==> src/rtl/mux8_arb_pkg.sv <==
// Shared types and constants for the 8-way round-robin single-bit mux arbiter.
package mux8_arb_pkg;

    localparam int unsigned N_REQ = 8;

    typedef logic [2:0] sel_t;

    typedef enum logic {
        IDLE,
        GRANT
    } arb_state_t;

endpackage

==> src/rtl/mux8_rr_arbiter_rr_pick8.sv <==
// Rotating-priority picker: first asserted request at or after ptr, wrapping 7->0.
module rr_pick8
    import mux8_arb_pkg::*;
(
    input  logic [7:0] req,
    input  sel_t       ptr,
    output logic       found,
    output sel_t       idx
);

    sel_t cand;

    always_comb begin
        found = 1'b0;
        idx   = '0;
        cand  = '0;
        for (int unsigned k = 0; k < N_REQ; k++) begin
            cand = ptr + sel_t'(k);
            if (!found && req[cand]) begin
                found = 1'b1;
                idx   = cand;
            end
        end
    end

endmodule

==> src/rtl/mux8_rr_arbiter.sv <==
// Round-robin arbiter sharing one 8:1 single-bit path; grants are held until
// the owner drops its request or MAX_HOLD cycles elapse.
module mux8_rr_arbiter
    import mux8_arb_pkg::*;
#(
    parameter int unsigned MAX_HOLD = 4,
    parameter int unsigned CNT_W    = 8
)
(
    input  logic       clk,
    input  logic       rst,
    input  logic [7:0] req,
    input  logic [7:0] in,
    output logic [7:0] grant,
    output logic [2:0] sel,
    output logic       valid,
    output logic       q
);

    arb_state_t       state_q;
    sel_t             ptr_q;
    sel_t             sel_q;
    logic [CNT_W-1:0] cnt_q;
    logic [7:0]       grant_q;
    logic             valid_q;

    logic             pick_found;
    sel_t             pick_idx;
    logic [7:0]       grant_d;
    logic             release_d;

    rr_pick8 u_pick (
        .req   (req),
        .ptr   (ptr_q),
        .found (pick_found),
        .idx   (pick_idx)
    );

    assign grant_d   = 8'b0000_0001 << pick_idx;
    assign release_d = !req[sel_q] || (cnt_q == CNT_W'(MAX_HOLD - 1));

    always_ff @(posedge clk or posedge rst) begin
        if (rst) begin
            state_q <= IDLE;
            ptr_q   <= '0;
            sel_q   <= '0;
            cnt_q   <= '0;
            grant_q <= '0;
            valid_q <= 1'b0;
        end else begin
            case (state_q)
                IDLE: begin
                    cnt_q   <= '0;
                    grant_q <= '0;
                    valid_q <= 1'b0;
                    if (pick_found) begin
                        state_q <= GRANT;
                        sel_q   <= pick_idx;
                        grant_q <= grant_d;
                        valid_q <= 1'b1;
                        ptr_q   <= pick_idx + sel_t'(1);
                    end
                end
                GRANT: begin
                    // Release re-searches immediately so the next owner starts
                    // without a bubble; the old owner only wins if alone.
                    if (release_d) begin
                        cnt_q <= '0;
                        if (pick_found) begin
                            sel_q   <= pick_idx;
                            grant_q <= grant_d;
                            valid_q <= 1'b1;
                            ptr_q   <= pick_idx + sel_t'(1);
                        end else begin
                            state_q <= IDLE;
                            grant_q <= '0;
                            valid_q <= 1'b0;
                        end
                    end else begin
                        cnt_q <= cnt_q + CNT_W'(1);
                    end
                end
                default: begin
                    state_q <= IDLE;
                    grant_q <= '0;
                    valid_q <= 1'b0;
                    cnt_q   <= '0;
                end
            endcase
        end
    end

    assign grant = grant_q;
    assign sel   = sel_q;
    assign valid = valid_q;
    assign q     = valid_q & in[sel_q];

endmodule

==> config.mk <==
export PLATFORM = sky130hd
export DESIGN_NAME = mux8_rr_arbiter
export DESIGN_NICKNAME = d
export VERILOG_FILES = /design/src/rtl/mux8_arb_pkg.sv /design/src/rtl/mux8_rr_arbiter_rr_pick8.sv /design/src/rtl/mux8_rr_arbiter.sv
export SDC_FILE = /design/constraint.sdc
export NUM_CORES = 1
export LEC_CHECK = 0
export ABC_AREA = 1
export BUFFER_PORTS_ARGS = -buffer_cell sky130_fd_sc_hd__clkbuf_2
export CAP_MARGIN = 20
export CORE_ASPECT_RATIO = 1.5
export CORE_MARGIN = 5
export CORE_UTILIZATION = 50
export CTS_BUF_LIST = sky130_fd_sc_hd__clkbuf_4
export DETAILED_ROUTE_END_ITERATION = 7
export PLACE_DENSITY = 0.82
export SETUP_SLACK_MARGIN = 0.05
export SYNTH_ARGS = -nofsm -noshare
export SYNTH_HDL_FRONTEND = slang
export SYNTH_SLANG_ARGS = --single-unit
==> constraint.sdc <==
create_clock -name clk -period 3.2 [get_ports clk]
set_input_delay 0.16 -clock clk [delete_from_list [all_inputs] [get_ports clk]]
set_output_delay 0.16 -clock clk [all_outputs]
set_load 0.02 [all_outputs]
==> results of run 1 <==
-- final cells by class --
| class | instances | share of cell area |
|---|---|---|
| multi-input cells | 215 | 0.548 |
| flip-flops and latches | 24 | 0.284 |
| clock buffers | 3 | 0.0106 |
| well taps | 43 | 0.0254 |
| clock inverters | 1 | 0.00177 |
| repair buffers | 32 | 0.0778 |
| inverters | 29 | 0.0525 |
-- what timing repair did --
action,CTS,global route
setup endpoints to repair,0,3
resized for setup,0,1
buffers inserted,0,0
-- metal layers --
metal | vias to the layer above | track usage
li1 | 953 | -
met1 | 867 | 0.224
met2 | 37 | 0.354
met3 | 8 | 0.0105
met4 | 0 | 0.0710
met5 | - | 0
-- Yosys cell counts (3+ instances only) --
library cell / count
nand2_1: 80
o21ai_0: 12
nor2_1: 24
a21oi_1: 6
inv_1: 23
nand4_1: 3
buf_2: 4
xor2_1: 4
ha_1: 6
inv_2: 5
nand3_2: 6
nand3_1: 37
o21ai_1: 3
dfrtp_1: 24
nand2_2: 9
-- worst min-delay path by stage --
stage | startpoint | end | depth (start not counted)
2_1_floorplan | rst | cnt_q[0]$_DFF_PP0_ | 1
3_3_place_gp | rst | grant[1]$_DFFE_PP0N_ | 2
6_report | rst | grant[1]$_DFFE_PP0N_ | 2
4_1_cts | rst | grant[1]$_DFFE_PP0N_ | 2
3_5_place_dp | rst | grant[1]$_DFFE_PP0N_ | 2
5_1_grt | rst | grant[1]$_DFFE_PP0N_ | 2
-- placed cells by master (no fill, tap or decap), types with 4 or more instances in the layout --
master    synthesis  routed
nand2_2           9       9
ha_1              6       6
a21oi_1           6       6
nand3_2           6       6
dfrtp_1          24      23
clkbuf_2          0      30
nand3_1          37      37
nor2_1           24      24
o21ai_0          12      12
xor2_1            4       4
nand2_1          80      80
inv_2             5       5
inv_1            23      23
-- flip-flops by register name, summed over array words and instances, names as in the netlist --
signal / flops
valid: 1
ptr_q: 3
grant: 8
cnt_q: 8
sel: 3
state_q: 1
-- kinds of logic after synthesis --
logic type	after synthesis	share of synthesized area
AND/OR/NAND/NOR	172	0.444
adder cells (fa/ha/maj)	6	0.0392
AO/OA/AOI/OAI	30	0.0915
multiplexers	1	0.00588
buffers and inverters	35	0.0784
flip-flops	24	0.314
XOR/XNOR	6	0.0275
-- worst max-delay path: cells and delay by family, from the launching register on --
family / cells / cell delay (ns)
AND/OR/NAND/NOR: 10 / 1.17
flip-flops: 1 / 0.50
buffers and inverters: 3 / 0.29
AO/OA/AOI/OAI: 2 / 0.15
adder cells (fa/ha/maj): 2 / 0.65
-- through the flow --
stage | std cells | setup WS, ns | hold WS, ns
after floorplan | 274 | 0.480 | 0.175
after global placement | 343 | 0.298 | 0.355
after detailed placement | 343 | 0.258 | 0.389
after CTS | 347 | 0.243 | 0.0294
after global routing | 347 | 0.0792 | 0.0809
final | 347 | 0.329 | -0.00408
==> results_dict.tcl, run 1 <==
set metrics [dict create \
    cts-root-buf "clkbuf_4" \
    cp_slowest_cell "dfrtp_2" \
    synth_top_cell_area_share 0.314 \
    antenna_left 0 \
    die_x_microns 60.5 \
    start_kind "register" \
    start_util 0.520 \
    grt_max_degree 25 \
    clk_latency_ns 0.31 \
    antenna_cells 0 \
    slew_headroom 0.408 \
    finalCriticalPeriod_ns 2.87 \
    met3_length_microns 109 \
    synthCells 274 \
    ys.flop_type "dfrtp_1" \
    cp_data_arrival_time_ns 3.08 \
    dp_hpwl_mm 3.77 \
    slowest_delay_ns 0.50 \
    setup_viol 0 \
    num_vias 1865 \
    vias_per_cell 5.37 \
    tightest_slew_ns 0.887 \
    crit_end "ptr_q[2]$_DFFE_PP0P_" \
    grtUsageTotal 0.192 \
    cp.required_ns 3.41 \
    path_clk_slew_ns 0.12 \
    timing.rr.end "ptr_q[2]$_DFFE_PP0P_" \
    max_cap_violations 0 \
    fmax_mhz 348 \
    ff2ff_path_depth 17 \
    fp-row-count 27 \
    synthDistinctLibCells 36 \
    fin_util 0.576 \
    synthToLayoutAreaGrowth_pct 10.8 \
    drt-met1-wl_mm 1.83 \
    synthesis.area_sq_mm 0.00191 \
    hold_violations 8 \
    grt_antenna_before_repair 0 \
    fin_crit_sh 0.897 \
    crit_top_cell "nand2_1" \
    die_area_sq_mm 0.00519 \
    nNetsFinal 329 \
    place_congestion 0.901 \
    drcViolationCount 0 \
    grt_pass1_wl_mm 7.85 \
    dr_wl_met2_mm 2.54 \
    grt_pass1_vias 1797 \
    path_class "register to register" \
    die_y_microns 85.8 \
    ioPinCount 31 \
    path_max_fanout 10 \
    top_layer_used "met4" \
    endpoint_kind "register" \
    cp-startpoint "ptr_q[0]$_DFFE_PP0P_" \
    maxSlewViolCount 0 \
    hp-class "primary input to asynchronous set/reset pin" \
    numCtsBuffers 3 \
    synth_nets 298 \
    finalWirelength_mm 4.58 \
    htree_levels 1 \
    fin_hold_ws_ns -0.00408 \
    port_buffers 30 \
    reg2reg_from "ptr_q[0]$_DFFE_PP0P_" \
    cts_sinks 24 \
    drive_gt1_frac 0.227 \
    rsz0062_at_grt "no" \
    routedWlPerCell_microns 13.2 \
    hold_buffers 0 \
    postSynthAreaPerCell_sq_um 6.99 \
    drt_first_pass_iters 4 \
    yosys-top-cells-area "dfrtp_1 31%, nand2_1 16%, nand3_1 9.7%" \
    path_cells "inv_4, ha_1, inv_1, nand3_1, nand2_1, nand2_1, nand2_1, nand4_4, nor2_8, nand3_2, nor2_2, inv_2, o21ai_2, nor2_1, ha_1, nand2_1, o21ai_1" \
    postPlaceCellArea_sq_mm 0.00209 \
    setup_tns_ns 0 \
    final-seq-area_sq_um 602 \
    finalInstanceArea_sq_mm 0.00212 \
    status "finished, violations left" \
    clockBufferDepth 2 \
    design.core.area_sq_mm 0.00368 \
    drt_iter0_drc 83 \
    yosysSeqAreaShare 0.314 \
    violations "negative hold slack" \
    synth_edf_count 0 \
    cts_tree "yes" \
    netlist.top_cell.by_area "dfrtp_1" \
    fillCellCount 373 \
    finClkSkew_ns 0.000920 \
    async_flop_share 1.00 \
    yosys_warnings 0 \
    grt_overflow_total 0 \
    synth_seq_cells 24 \
    multiInputGateArea_sq_mm 0.00116 \
    r2r_slack_ns 0.33 \
]
Power of run 1 is not shown: default switching activity piles up to over one toggle a cycle in this logic, so the estimate is an artifact.
==> run 2: changes to the inputs <==
CORE_ASPECT_RATIO = 1.1   (was 1.5)
PLACE_DENSITY = 0.81   (was 0.82)
SETUP_SLACK_MARGIN = 0.02   (was 0.05)
SYNTH_HIERARCHICAL = 1   (was default)
==> run 2 against run 1 <==
Compared with the run above:
- the flow still finishes with violations (negative hold slack)
- via count grew 8.0%
- hold slack lost 0.0071 ns
- sequential share of layout area shrank 4.5 points
- register-to-register slack is essentially flat
- global-route usage shrank 1.6 points
- core utilization shrank 3.1 points
- cell area grew 19%
- synthesized cell count grew 13%
- routed wire length grew 7.3%
- critical path depth grew 4
- worst setup slack lost 0.0064 ns
- final cell count grew 14%
- critical path type unchanged
==> results_dict.tcl, run 2 <==
set metrics [dict create \
    routedWlPerCell_microns 12.4 \
    finalCriticalPeriod_ns 2.88 \
    cp.required_ns 3.42 \
    hp-class "primary input to asynchronous set/reset pin" \
    grtUsageTotal 0.176 \
    yosys_warnings 6 \
    drt_first_pass_iters 4 \
    final-seq-area_sq_um 601 \
    synthesis.area_sq_mm 0.00236 \
    vias_per_cell 5.10 \
    ioPinCount 31 \
    numCtsBuffers 3 \
    top_layer_used "met4" \
    hold_buffers 0 \
    fillCellCount 445 \
    dp_hpwl_mm 4.04 \
    tightest_slew_ns 0.898 \
    cts_sinks 24 \
    start_kind "register" \
    slew_headroom 0.401 \
    mostFrequentLayoutCell "nand2_1" \
    synthDistinctLibCells 35 \
    ys.flop_type "dfrtp_1" \
    fmax_mhz 348 \
    fin_hold_ws_ns -0.0112 \
    die_y_microns 82.1 \
    grt_overflow_total 0 \
    synth_seq_cells 24 \
    post_cts_buffers 0 \
    cts-root-buf "clkbuf_4" \
    postSynthAreaPerCell_sq_um 7.61 \
    antenna_cells 0 \
    met3_length_microns 170 \
    grt_pass1_vias 1943 \
    die_area_sq_mm 0.00619 \
    antenna_left 0 \
    fp-row-count 26 \
    fin_util 0.545 \
    port_buffers 30 \
    multiInputGateArea_sq_mm 0.00148 \
    dr_wl_met2_mm 2.50 \
    start_util 0.511 \
    cp_data_arrival_time_ns 3.09 \
    drt-met1-wl_mm 2.18 \
    rsz0062_at_grt "no" \
    cts_tree "yes" \
    maxSlewViolCount 0 \
    netlist.top_cell.by_area "dfrtp_1" \
    yosysSeqAreaShare 0.255 \
    nNetsFinal 368 \
    clk_latency_ns 0.32 \
    grt_antenna_before_repair 0 \
    die_x_microns 75.5 \
    status "finished, violations left" \
    setup_viol 0 \
    drive_gt1_frac 0.313 \
    grt_pass1_wl_mm 8.56 \
    hold_violations 24 \
    drt_iter0_drc 107 \
    synth_top_cell_area_share 0.255 \
    dp_slack_ns 0.357 \
    setup_ws_ns 0.322 \
    num_vias 2014 \
    path_class "register to register" \
    path_clk_slew_ns 0.13 \
    synth_edf_count 0 \
    path_max_fanout 7 \
    grt_max_degree 32 \
    setup_tns_ns 0 \
    fin_crit_sh 0.899 \
    mostFrequentLayoutCells "80 x nand2_1, 35 x inv_1, 31 x nor2_1" \
    violations "negative hold slack" \
    htree_levels 1 \
    synthToLayoutAreaGrowth_pct 6.68 \
    finClkSkew_ns 0.00370 \
    max_cap_violations 0 \
    clockBufferDepth 2 \
    synth_nets 338 \
    endpoint_kind "register" \
    yosys-top-cells-area "dfrtp_1 25%, nand2_1 13%, nand3_2 11%" \
    postCtsResizedCells 0 \
    ys_top_cells_by_count "80 x nand2_1, 35 x inv_1, 31 x nor2_1, 27 x nand3_1, 25 x nand3_2" \
    yosys.cell_count.top_type "nand2_1" \
    synthCells 310 \
    design.core.area_sq_mm 0.00462 \
    drcViolationCount 0 \
    async_flop_share 1.00 \
    place_congestion 0.914 \
    finalWirelength_mm 4.91 \
]
-- run 2: changes by cell type after synthesis, sizes merged, moves of 4 or more --
cell	previous run	this run
nand2	91	96
a21oi	7	1
ha	6	10
inv	29	41
nand3	43	54
nor2	29	37
-- run 2: metrics by stage --
step	instance area, sq um	hold slack, ns	instances
final	2520	-0.0112	395
after global routing	2520	0.0604	395
after CTS	2520	0.00780	395
after detailed placement	2490	0.392	391
after global placement	2490	0.368	391
after floorplan	2360	0.175	310
-- run 2: layout make-up --
class	instances	share of cell area
multi-input combinational	236	0.587
timing repair buffer	34	0.0716
clock buffer	3	0.00895
clock inverter	1	0.00149
inverter	41	0.0641
tap	56	0.0278
sequential	24	0.239
-- run 2: cells by family after synthesis --
| family | Yosys count | synth area share |
|---|---|---|
| AOI/OAI and AO/OA | 21 | 0.0636 |
| xor gates and xnor gates | 6 | 0.0302 |
| DFF | 24 | 0.255 |
| and+or+nand+nor | 199 | 0.480 |
| buffers and inverters | 50 | 0.119 |
| adders and majority gates | 10 | 0.0530 |
-- run 2: worst max-delay path: stages (launching register included) --
cell	delay, ns
dfrtp_1	0.41
inv_2	0.14
ha_1	0.36
inv_2	0.19
nand3_1	0.13
nand2_1	0.10
nor2_1	0.07
nor2_4	0.13
inv_2	0.06
nor2_2	0.14
nand2_1	0.06
nand2_1	0.06
nor2_1	0.04
nand2_1	0.06
nand2_1	0.04
nand2_1	0.16
inv_1	0.11
ha_1	0.24
nand2_1	0.08
nor2_1	0.05
nand2_1	0.08
o21ai_2	0.06
-- run 2: layer usage --
layer	vias up	track usage
met4	0	0.0542
met1	925	0.229
met3	5	0.0184
li1	1048	-
met2	36	0.304
met5	-	0
-- run 2: path summary, 6_finish.rpt --
kind | from | end | slack, ns | depth (start not counted)
max | ptr_q[1]$_DFFE_PP0P_ | grant[4]$_DFFE_PP0P_ | 0.32 | 21
min | rst | grant[4]$_DFFE_PP0P_ | -0.01 | 2
max reg2reg | ptr_q[1]$_DFFE_PP0P_ | grant[4]$_DFFE_PP0P_ | 0.32 | 21
min reg2reg | cnt_q[0]$_DFF_PP0_ | cnt_q[0]$_DFF_PP0_ | 0.51 | 1
max in group asynchronous | rst | cnt_q[5]$_DFF_PP0_ | 2.67 | 2
min in group clk | req[2] | grant[7]$_DFFE_PP0P_ | 0.39 | 7
Power of run 2 is left out for the same reason.
==> run 3: changes to the inputs <==
PLACE_DENSITY = 0.85   (was 0.81)
SLEW_MARGIN = 20   (was default)
SYNTH_HIERARCHICAL = default   (was 1)
clock period = 2.63 ns   (was 3.2 ns; I/O delays follow)
==> run 3 against run 2 <==
Compared with the run above:
- the run now ends clean
- global-route usage increased by 0.82 points
- highest routed layer unchanged
- via count about the same
- final cell count decreased by 6.6%
- hold slack improved by 0.43 ns
- flip-flop and latch count unchanged
- die area decreased by 17%
- clock skew about the same
- core utilization increased by 12 points
==> results_dict.tcl, run 3 (same netlist as run 1, synthesis figures left out) <==
set metrics [dict create \
    start_kind "register" \
    die_x_microns 69.0 \
    fin_hold_ws_ns 0.421 \
    finalCriticalPeriod_ns 2.59 \
    antenna_left 0 \
    drcViolationCount 0 \
    maxSlewViolCount 0 \
    slowest_delay_ns 0.45 \
    ioPinCount 31 \
    path_cells "inv_2, ha_4, inv_6, nand3_1, nand2_1, nand2_1, nand2_2, nand4_4, nor2_8, nand3_4, nor2_4, inv_2, o21ai_4, nor2_4, ha_4, nand2_2, o21ai_2" \
    hold_violations 0 \
    status "complete, no violations" \
    cp_slowest_cell "dfrtp_1" \
    fin_crit_sh 0.985 \
    clockBufferDepth 2 \
    mostFrequentLayoutCells "73 x nand2_1, 30 x clkbuf_2, 28 x nand3_1" \
    grt_antenna_before_repair 0 \
    finClkSkew_ns 0.00347 \
    start_util 0.520 \
    cts_sinks 24 \
    place_congestion 0.914 \
    grt_pass1_vias 1728 \
    design.core.area_sq_mm 0.00368 \
    max_cap_violations 0 \
    fmax_mhz 386 \
    die_area_sq_mm 0.00517 \
    setup_tns_ns 0 \
    grt_pass1_wl_mm 7.30 \
    num_vias 2016 \
    port_buffers 30 \
    routedWlPerCell_microns 14.2 \
    cts_tree "yes" \
    setup_viol 0 \
    finalInstanceArea_sq_mm 0.00246 \
    hp-class "primary input to register" \
    dp_hpwl_mm 3.72 \
    grt_max_degree 25 \
    htree_levels 1 \
    postPlaceCellArea_sq_mm 0.00215 \
    antenna_cells 0 \
    critPathTopFamily "simple AND/OR/NAND/NOR gates" \
    grt_overflow_total 0 \
    path_max_fanout 7 \
    path_clk_slew_ns 0.13 \
    finalWirelength_mm 5.24 \
    drt_iter0_drc 149 \
    synthToLayoutAreaGrowth_pct 28.4 \
    die_y_microns 74.9 \
    cts-root-buf "clkbuf_4" \
    drt_first_pass_iters 6 \
    cp_data_arrival_time_ns 2.80 \
    endpoint_kind "register" \
    slew_headroom 0.414 \
    vias_per_cell 5.46 \
    numCtsBuffers 3 \
    grtUsageTotal 0.185 \
    nNetsFinal 344 \
    path_class "register to register" \
    fp-row-count 23 \
    rsz0062_at_grt "yes" \
    cp.buffers_inverters 3 \
    clk_latency_ns 0.31 \
    fillCellCount 329 \
    tightest_slew_ns 0.878 \
    cp.required_ns 2.84 \
    mostFrequentLayoutCell "nand2_1" \
    drive_gt1_frac 0.342 \
]
-- run 3: changes by cell type in the layout (fill, tap and decap cells not counted), sizes merged, moves of 2 or more --
cell,previous run,this run
buf,4,16
inv,41,29
nor2,37,29
nand2,96,91
nand3,54,43
a32oi,0,2
ha,10,6
a21oi,1,7
nand4,7,4
-- run 3: timing repair --
item,CTS,global route
pin swaps,0,20
resized for setup,1,40
setup endpoints to repair,2,7
hold buffers,1,0
endpoints found under the hold margin,13,0
buffers inserted,0,11
-- run 3: worst reg2reg max path: stages (launching register included) --
cell and delay, ns:
dfrtp_1 0.45, inv_2 0.08, ha_4 0.29, inv_6 0.10, nand3_1 0.09, nand2_1 0.12, nand2_1 0.08, nand2_2 0.12
nand4_4 0.14, nor2_8 0.20, nand3_4 0.11, nor2_4 0.14, inv_2 0.05, o21ai_4 0.10, nor2_4 0.08, ha_4 0.25
nand2_2 0.07, o21ai_2 0.05
-- run 3: per-layer routing --
metal	vias to the layer above	global-route usage	wire length [microns]
met5	-	0	0
met1	967	0.224	2170
li1	987	-	-
met2	54	0.338	2800
met4	0	0.0563	72
met3	8	0.0209	207
-- run 3: metrics by stage --
step	utilization	cells	worst slack (ns)
2_1_floorplan	-	274	0.0637
3_3_place_gp	0.584	353	0.100
3_5_place_dp	0.584	353	0.0272
4_1_cts	0.596	358	0.0380
5_1_grt	0.667	369	-0.0824
6_report	0.667	369	0.0382
-- run 3: final cells by class --
cell class | instances | area [sq um] | share of cell area
multi-input combinational | 215 | 1350 | 0.549
sequential | 24 | 601 | 0.244
timing repair buffer | 47 | 300 | 0.122
inverter | 29 | 119 | 0.0484
tap | 50 | 62.6 | 0.0255
clock buffer | 3 | 22.5 | 0.00916
clock inverter | 1 | 3.75 | 0.00153
-- run 3: worst paths after layout --
| check | from | to | slack, ns | cells after the start |
|---|---|---|---|---|
| worst min register to register | cnt_q[0]$_DFF_PP0_ | cnt_q[0]$_DFF_PP0_ | 0.49 | 1 |
| worst max-delay path | ptr_q[1]$_DFFE_PP0P_ | ptr_q[2]$_DFFE_PP0P_ | 0.04 | 17 |
| min in group asynchronous | rst | grant[6]$_DFFE_PP0N_ | 0.53 | 3 |
| worst min-delay path | req[1] | state_q$_DFF_PP0_ | 0.42 | 5 |
| worst max register to register | ptr_q[1]$_DFFE_PP0P_ | ptr_q[2]$_DFFE_PP0P_ | 0.04 | 17 |
| max in group asynchronous | rst | ptr_q[1]$_DFFE_PP0P_ | 1.57 | 3 |
Power of run 3 is left out for the same reason.
